### config.mk
export PLATFORM = sky130hd
export DESIGN_NAME = nco_clkgen
export DESIGN_NICKNAME = d
export VERILOG_FILES = /design/src/rtl/nco_clkgen_pkg.sv /design/src/rtl/nco_channel.sv /design/src/rtl/nco_clkgen.sv
export SDC_FILE = /design/constraint.sdc
export NUM_CORES = 1
export LEC_CHECK = 0
export CAP_MARGIN = 20
export CORE_AREA = 2 2 233 235
export CTS_CLUSTER_SIZE = 24
export DETAILED_ROUTE_END_ITERATION = 8
export DIE_AREA = 0 0 235 237
export HOLD_SLACK_MARGIN = 0.12
export SLEW_MARGIN = 20
export SYNTH_ARGS = -nofsm -noshare
export SYNTH_HDL_FRONTEND = slang
export SYNTH_SLANG_ARGS = --single-unit
### constraint.sdc
create_clock -name clk_i -period 7.67 [get_ports clk_i]
set_clock_uncertainty 0.05 [all_clocks]
set_input_delay 1.1505 -clock clk_i [delete_from_list [all_inputs] [get_ports clk_i]]
set_output_delay 1.1505 -clock clk_i [all_outputs]
set_load 0.05 [all_outputs]
### src/rtl/nco_clkgen_pkg.sv
// Shared types and helpers for the nco_clkgen clock-enable generator.
package nco_clkgen_pkg;

  typedef enum logic {
    SETTLE = 1'b0,
    LOCKED = 1'b1
  } lock_state_e;

  localparam logic REG_INC   = 1'b0;
  localparam logic REG_PHASE = 1'b1;

  // Increment word giving f_out from f_clk with an acc_w-bit accumulator.
  function automatic logic [63:0] hz_to_inc(input logic [63:0] f_out,
                                            input logic [63:0] f_clk,
                                            input int unsigned acc_w);
    return (f_out << acc_w) / f_clk;
  endfunction

endpackage

### src/rtl/nco_channel.sv
// One NCO channel: increment/phase registers, phase accumulator, registered
// carry (clock enable) and MSB (square reference). Exposes its config
// registers when NCO_CLKGEN_READBACK_EN is defined.
module nco_channel
  import nco_clkgen_pkg::*;
#(
  parameter int               ACC_W      = 32,
  parameter logic [ACC_W-1:0] INIT_INC   = '0,
  parameter logic [ACC_W-1:0] INIT_PHASE = '0
) (
  input  logic             clk_i,
  input  logic             reset_n,
  input  logic             we_inc,
  input  logic             we_phase,
  input  logic             realign,
  input  logic [ACC_W-1:0] data,
`ifdef NCO_CLKGEN_READBACK_EN
  output logic [ACC_W-1:0] inc_q,
  output logic [ACC_W-1:0] phase_q,
`endif
  output logic             ce,
  output logic             clk_msb
);

`ifndef NCO_CLKGEN_READBACK_EN
  logic [ACC_W-1:0] inc_q;
  logic [ACC_W-1:0] phase_q;
`endif
  logic [ACC_W-1:0] acc_q;
  logic [ACC_W-1:0] phase_nxt;
  logic [ACC_W:0]   sum;

  // A phase write lands in the accumulator on the same realign edge.
  assign phase_nxt = we_phase ? data : phase_q;
  assign sum       = {1'b0, acc_q} + {1'b0, inc_q};

  always_ff @(posedge clk_i or negedge reset_n) begin
    if (!reset_n) begin
      inc_q   <= INIT_INC;
      phase_q <= INIT_PHASE;
      acc_q   <= INIT_PHASE;
      ce      <= 1'b0;
      clk_msb <= 1'b0;
    end else begin
      if (we_inc)   inc_q   <= data;
      if (we_phase) phase_q <= data;
      if (realign) begin
        acc_q   <= phase_nxt;
        ce      <= 1'b0;
        clk_msb <= phase_nxt[ACC_W-1];
      end else begin
        acc_q   <= sum[ACC_W-1:0];
        ce      <= sum[ACC_W];
        clk_msb <= sum[ACC_W-1];
      end
    end
  end

endmodule

### src/rtl/nco_clkgen.sv
// Multi-channel NCO clock-enable generator with lock/settle sequencer.
// Optional registered config readback: define NCO_CLKGEN_READBACK_EN.
module nco_clkgen
  import nco_clkgen_pkg::*;
#(
  parameter int                        CHANNELS    = 4,
  parameter int                        ACC_W       = 32,
  parameter int                        LOCK_CYCLES = 16,
  parameter logic [CHANNELS*ACC_W-1:0] INIT_INC    = '0,
  parameter logic [CHANNELS*ACC_W-1:0] INIT_PHASE  = '0,
  localparam int                       SEL_W       = (CHANNELS > 1) ? $clog2(CHANNELS) : 1
) (
  input  logic                clk_i,
  input  logic                reset_n,
  input  logic                sync_i,
  input  logic                cfg_we_i,
  input  logic [SEL_W-1:0]    cfg_sel_i,
  input  logic                cfg_phase_i,
  input  logic [ACC_W-1:0]    cfg_data_i,
  output logic [CHANNELS-1:0] ce_o,
  output logic [CHANNELS-1:0] clk_o,
`ifdef NCO_CLKGEN_READBACK_EN
  output logic [ACC_W-1:0]    cfg_rdata_o,
`endif
  output logic                locked_o
);

  localparam int               CNT_W    = (LOCK_CYCLES > 1) ? $clog2(LOCK_CYCLES) : 1;
  localparam logic [CNT_W-1:0] CNT_LAST = CNT_W'(LOCK_CYCLES - 1);
  localparam logic [SEL_W:0]   CH_LIM   = (SEL_W + 1)'(CHANNELS);

  logic              sel_ok;
  logic              we_ok;
  logic              realign;
  lock_state_e       state_q, state_d;
  logic [CNT_W-1:0]  cnt_q, cnt_d;

`ifdef NCO_CLKGEN_READBACK_EN
  logic [CHANNELS-1:0][ACC_W-1:0] inc_q;
  logic [CHANNELS-1:0][ACC_W-1:0] phase_q;
`endif

  assign sel_ok  = ({1'b0, cfg_sel_i} < CH_LIM);
  assign we_ok   = cfg_we_i && sel_ok;
  assign realign = sync_i || we_ok;

  for (genvar i = 0; i < CHANNELS; i++) begin : g_ch
    logic hit;
    assign hit = we_ok && (cfg_sel_i == SEL_W'(i));

    nco_channel #(
      .ACC_W      (ACC_W),
      .INIT_INC   (INIT_INC[i*ACC_W +: ACC_W]),
      .INIT_PHASE (INIT_PHASE[i*ACC_W +: ACC_W])
    ) u_ch (
      .clk_i    (clk_i),
      .reset_n  (reset_n),
      .we_inc   (hit && (cfg_phase_i == REG_INC)),
      .we_phase (hit && (cfg_phase_i == REG_PHASE)),
      .realign  (realign),
      .data     (cfg_data_i),
`ifdef NCO_CLKGEN_READBACK_EN
      .inc_q    (inc_q[i]),
      .phase_q  (phase_q[i]),
`endif
      .ce       (ce_o[i]),
      .clk_msb  (clk_o[i])
    );
  end

  always_ff @(posedge clk_i or negedge reset_n) begin
    if (!reset_n) begin
      state_q  <= SETTLE;
      cnt_q    <= '0;
      locked_o <= 1'b0;
    end else begin
      state_q  <= state_d;
      cnt_q    <= cnt_d;
      // Drop lock on the realign edge itself so downstream sees it a cycle sooner.
      locked_o <= (state_q == LOCKED) && !realign;
    end
  end

  always_comb begin
    state_d = state_q;
    cnt_d   = cnt_q;
    unique case (state_q)
      SETTLE: begin
        if (realign)                cnt_d   = '0;
        else if (cnt_q == CNT_LAST) state_d = LOCKED;
        else                        cnt_d   = cnt_q + 1'b1;
      end
      LOCKED: begin
        if (realign) begin
          state_d = SETTLE;
          cnt_d   = '0;
        end
      end
    endcase
  end

`ifdef NCO_CLKGEN_READBACK_EN
  always_ff @(posedge clk_i or negedge reset_n) begin
    if (!reset_n)                     cfg_rdata_o <= '0;
    else if (!sel_ok)                 cfg_rdata_o <= '0;
    else if (cfg_phase_i == REG_PHASE) cfg_rdata_o <= phase_q[cfg_sel_i];
    else                              cfg_rdata_o <= inc_q[cfg_sel_i];
  end
`endif

endmodule

==> summary.md <==
| Metric | Value |
|---|---|
| Clock Sinks | 394 |
| Pwr dens | 368 nW/µm² |
| Largest net degree at the start of global routing | 228 |
| Critical Path Sink Type | flip-flop |
| Total CTS buffers | 44 |
| Synth async-reset ratio | 100% |
| Flop and latch count out of synthesis | 394 |
| Post-CTS setup buffer count | 0 |
| Avg Inst Size Synth | 10.9 µm² |
| Hold slack | 0.440 ns |
| Xor/xnor share of the synthesized area | 4.42% |
| Post-CTS Hold Buffers | 0 |
| Switching pwr | 3.19 mW |
| Crit path time final | 3.40 ns |
| Worst R2R Path Depth | 11 |
| Worst path max stage delay | 0.47 ns |
| Combinational fraction of design power | 43.5% |
| HPWL Detailed | 32100 µm |
| Vias in the first global route | 14800 |
| Core area | 53300 µm² |
| EDFF count, synth | 0 |
| Critical Path, Cell by Cell | ha_1 > fa_1 > a21o_1 > a21oi_1 > o21ai_0 > a31oi_2 > nor2_1 > o21ai_1 > o2111ai_1 > a221oi_1 > nor2_1 |
| Clock transition at path regs | 0.06 ns |
| Util after Layout | 44.1% |
| Crit path launch type | flip-flop |
| DRC | 0 |
| Final Max Slew Viols | 0 |
| Post-CTS sizing | 0 |
| Final Hold Vio Count | 0 |
| Final Power | 8.64 mW |
| Worst VDD drop | 0.170 mV |
| Flop pwr share | 32.4% |
| Compound-Gate Fraction of Synth Area | 15.3% |
| Max stage delay cell, worst path | a31oi_2 |
| Initial antenna violation count | 0 |
| Fmax | 294 MHz |
| 1st-iter DRT viols | 999 |
| Initial Util | 39.4% |
| Finished Cell Area | 23500 µm² |
| Hold crit path type | reg -> reg |
| Syn. warnings | 0 |
| Worst EP required | 8.05 ns |
| Most frequent CP cell | nor2_1 |
| Hold path depth | 1 |
| P_leak | 10.3 nW |
| DIE WIDTH | 235 µm |
| Post-Syn Nets | 2093 |
| Mux contribution to synthesized area | 13.9% |
| Clock root cell | clkbuf_16 |
| CTS tree | yes |
| Share of cells above drive strength 1 | 19.4% |
| Rel. slew slack | 28.8% |
| Final WL | 48400 µm |
| Primary FF master, synth | dfrtp_1 |
| Placed instance area | 22100 µm² |
| Power Internal | 5.45 mW |
| CP arrival | 3.78 ns |
| Clock power share | 24.1% |
| Post-synth cell types | 83 |
| Seq/Total Area, Yosys | 46.9% |
| DRT antenna net count | 0 |
| Per-cell routed wire length | 18.2 µm |
| CTS HTree Levels | 2 |
| Crit-path max FO | 7 |
| Simple-gate portion of the synthesized area | 8.87% |
| Clock Latency Late Sink | 0.56 ns |
| Worst-margin pin slew | 1.07 ns |
| # nets final | 2107 |
| Cell area after synthesis | 21000 µm² |
| DIE AREA | 55700 µm² |
| I/O pin cnt | 48 |
| Syn-to-layout area delta | 11.8% |
| Switch share | 36.9% |
| Site Rows | 85 |
| Via count | 14600 |
| Vias per inst | 5.49 |
| Die outline height | 237 µm |
| First-pass DRT Iterations | 5 |
| Setup_tns | 0 ns |
| Final period util | 44.3% |
| First-pass GRT wire length | 79700 µm |
| Fill cells | 4965 |
| Crit path kind | reg -> reg |
| Max Root-Sink Buffers | 3 |
| Max cap viols | 0 |
| Synth Area in Adders | 8.06% |
| Setup violators final | 0 |
| GR Util All Layers | 17.6% |
| Mapped Cells | 1921 |
| Outcome | complete, no violations |
| Antenna fix cells | 0 |
| PortBufs | 47 |
| Total grt overflow | 0 |
| GP Congestion | 0.834 |
| Main combinational cell family by area after synthesis | compound AO/OA/AOI/OAI gates |
| RSZ-0062 raised after global routing | false |
[layout make-up]
type | count | area (µm²) | share of cell area, %
flip-flops and latches | 394 | 9860 | 42.0
clock inverters | 16 | 140 | 0.596
inverters | 29 | 109 | 0.463
multi-input cells | 1405 | 10600 | 45.2
well taps | 696 | 871 | 3.71
clock buffers | 62 | 1280 | 5.45
repair buffers | 61 | 606 | 2.58
[power groups by stage]
| stage | clock, mW | combinational [mW] | sequential, mW |
|---|---|---|---|
| final | 2.08 | 3.76 | 2.80 |
| after global routing | 2.22 | 4.21 | 2.86 |
| after CTS | 2.15 | 3.75 | 2.81 |
| after detailed placement | 0 | 3.72 | 2.84 |
| after global placement | 0 | 3.66 | 2.82 |
| after floorplan | 0 | 3.02 | 2.77 |
[final timing paths]
check / startpoint / to / slack, ns
worst max register to register: g_ch[0].u_ch.inc_q[0] / g_ch[0].u_ch.ce / 4.27
worst min register to register: g_ch[0].u_ch.phase_q[29] / g_ch[0].u_ch.phase_q[29] / 0.44
worst max-delay path: g_ch[0].u_ch.inc_q[0] / g_ch[0].u_ch.ce / 4.27
min in group asynchronous: reset_n / locked_o / 0.63
worst min-delay path: g_ch[0].u_ch.phase_q[29] / g_ch[0].u_ch.phase_q[29] / 0.44
max in group asynchronous: reset_n / g_ch[2].u_ch.inc_q[17] / 5.64
[cells in the final DEF, fill, tap and decap left out, types with 8 or more instances in the layout]
master	instances
dfrtp_1	394
mux2_2	256
a21oi_1	211
nor2_1	191
ha_1	129
nand2_1	88
xor2_1	63
a21o_1	56
o21ai_0	52
clkdlybuf4s50_1	46
clkbuf_16	45
xnor2_1	43
inv_1	29
nand3_1	27
o21bai_1	24
nor3_1	21
nand4_1	19
a31oi_1	19
a211oi_1	17
o211ai_1	13
and3_1	13
o31ai_1	12
buf_4	12
o21a_1	11
clkinv_2	11
o21ai_1	10
nor2b_1	9
clkbuf_8	9
clkbuf_1	8
[metrics by stage]
step / setup slack [ns] / instances
2_1_floorplan: 4.81 / 1921
3_5_place_dp: 4.20 / 2585
3_3_place_gp: 4.22 / 2585
6_report: 4.27 / 2663
5_1_grt: 4.04 / 2663
4_1_cts: 4.28 / 2663
[worst max-delay path: cells and delay by family, from the launching register on]
family | cells | cell delay [ns]
flip-flops | 1 | 0.38
AO/OA/AOI/OAI | 7 | 1.98
adder cells (fa/ha/maj) | 2 | 0.69
AND/OR/NAND/NOR | 2 | 0.18
[sequential cells by signal, indices dropped and copies added, names as in the netlist]
name               cells
cnt_q                  4
g_ch.u_ch.phase_q    128
g_ch.u_ch.ce           4
state_q                1
g_ch.u_ch.acc_q      128
g_ch.u_ch.inc_q      128
locked_o               1
[Yosys cell counts (5+ instances only)]
cell type	n	area share [%]
a21o_1	56	2.0
xor2_1	63	2.6
o21bai_1	24	0.86
o31ai_1	12	0.43
nor2_1	192	3.4
nand4_1	19	0.57
dfrtp_1	394	47
a31o_2	6	0.25
and3_1	13	0.39
a31oi_1	19	0.57
mux2_2	256	14
nand2_1	88	1.6
a211oi_1	17	0.61
clkbuf_1	68	1.2
nor3_1	23	0.55
or3_1	6	0.18
buf_1	5	0.089
nor2b_1	9	0.27
inv_1	29	0.52
nand2b_1	5	0.15
o21a_1	11	0.39
a211o_1	6	0.25
a21oi_1	211	5.0
nand3_1	27	0.64
o211ai_1	13	0.46
a221oi_1	6	0.25
buf_4	8	0.29
xnor2_1	43	1.8
nor4_1	7	0.21
ha_1	129	7.7
a41oi_1	5	0.21
o21ai_0	52	1.2
o21ai_1	10	0.24
[logic make-up after synthesis]
| group | after synthesis |
|---|---|
| flops | 394 |
| buf+inv | 122 |
| xor+xnor | 106 |
| simple gates | 414 |
| mux | 259 |
| fa+ha+maj | 133 |
| compound gates | 493 |
[routing by layer]
layer | GRT usage (%) | part of all wire [%]
met3 | 2.11 | 3.2
met1 | 23.3 | 46
met5 | 0 | 0
met2 | 29.8 | 48
met4 | 6.66 | 3.3
Note: power is estimated with default switching activity, not from simulation.
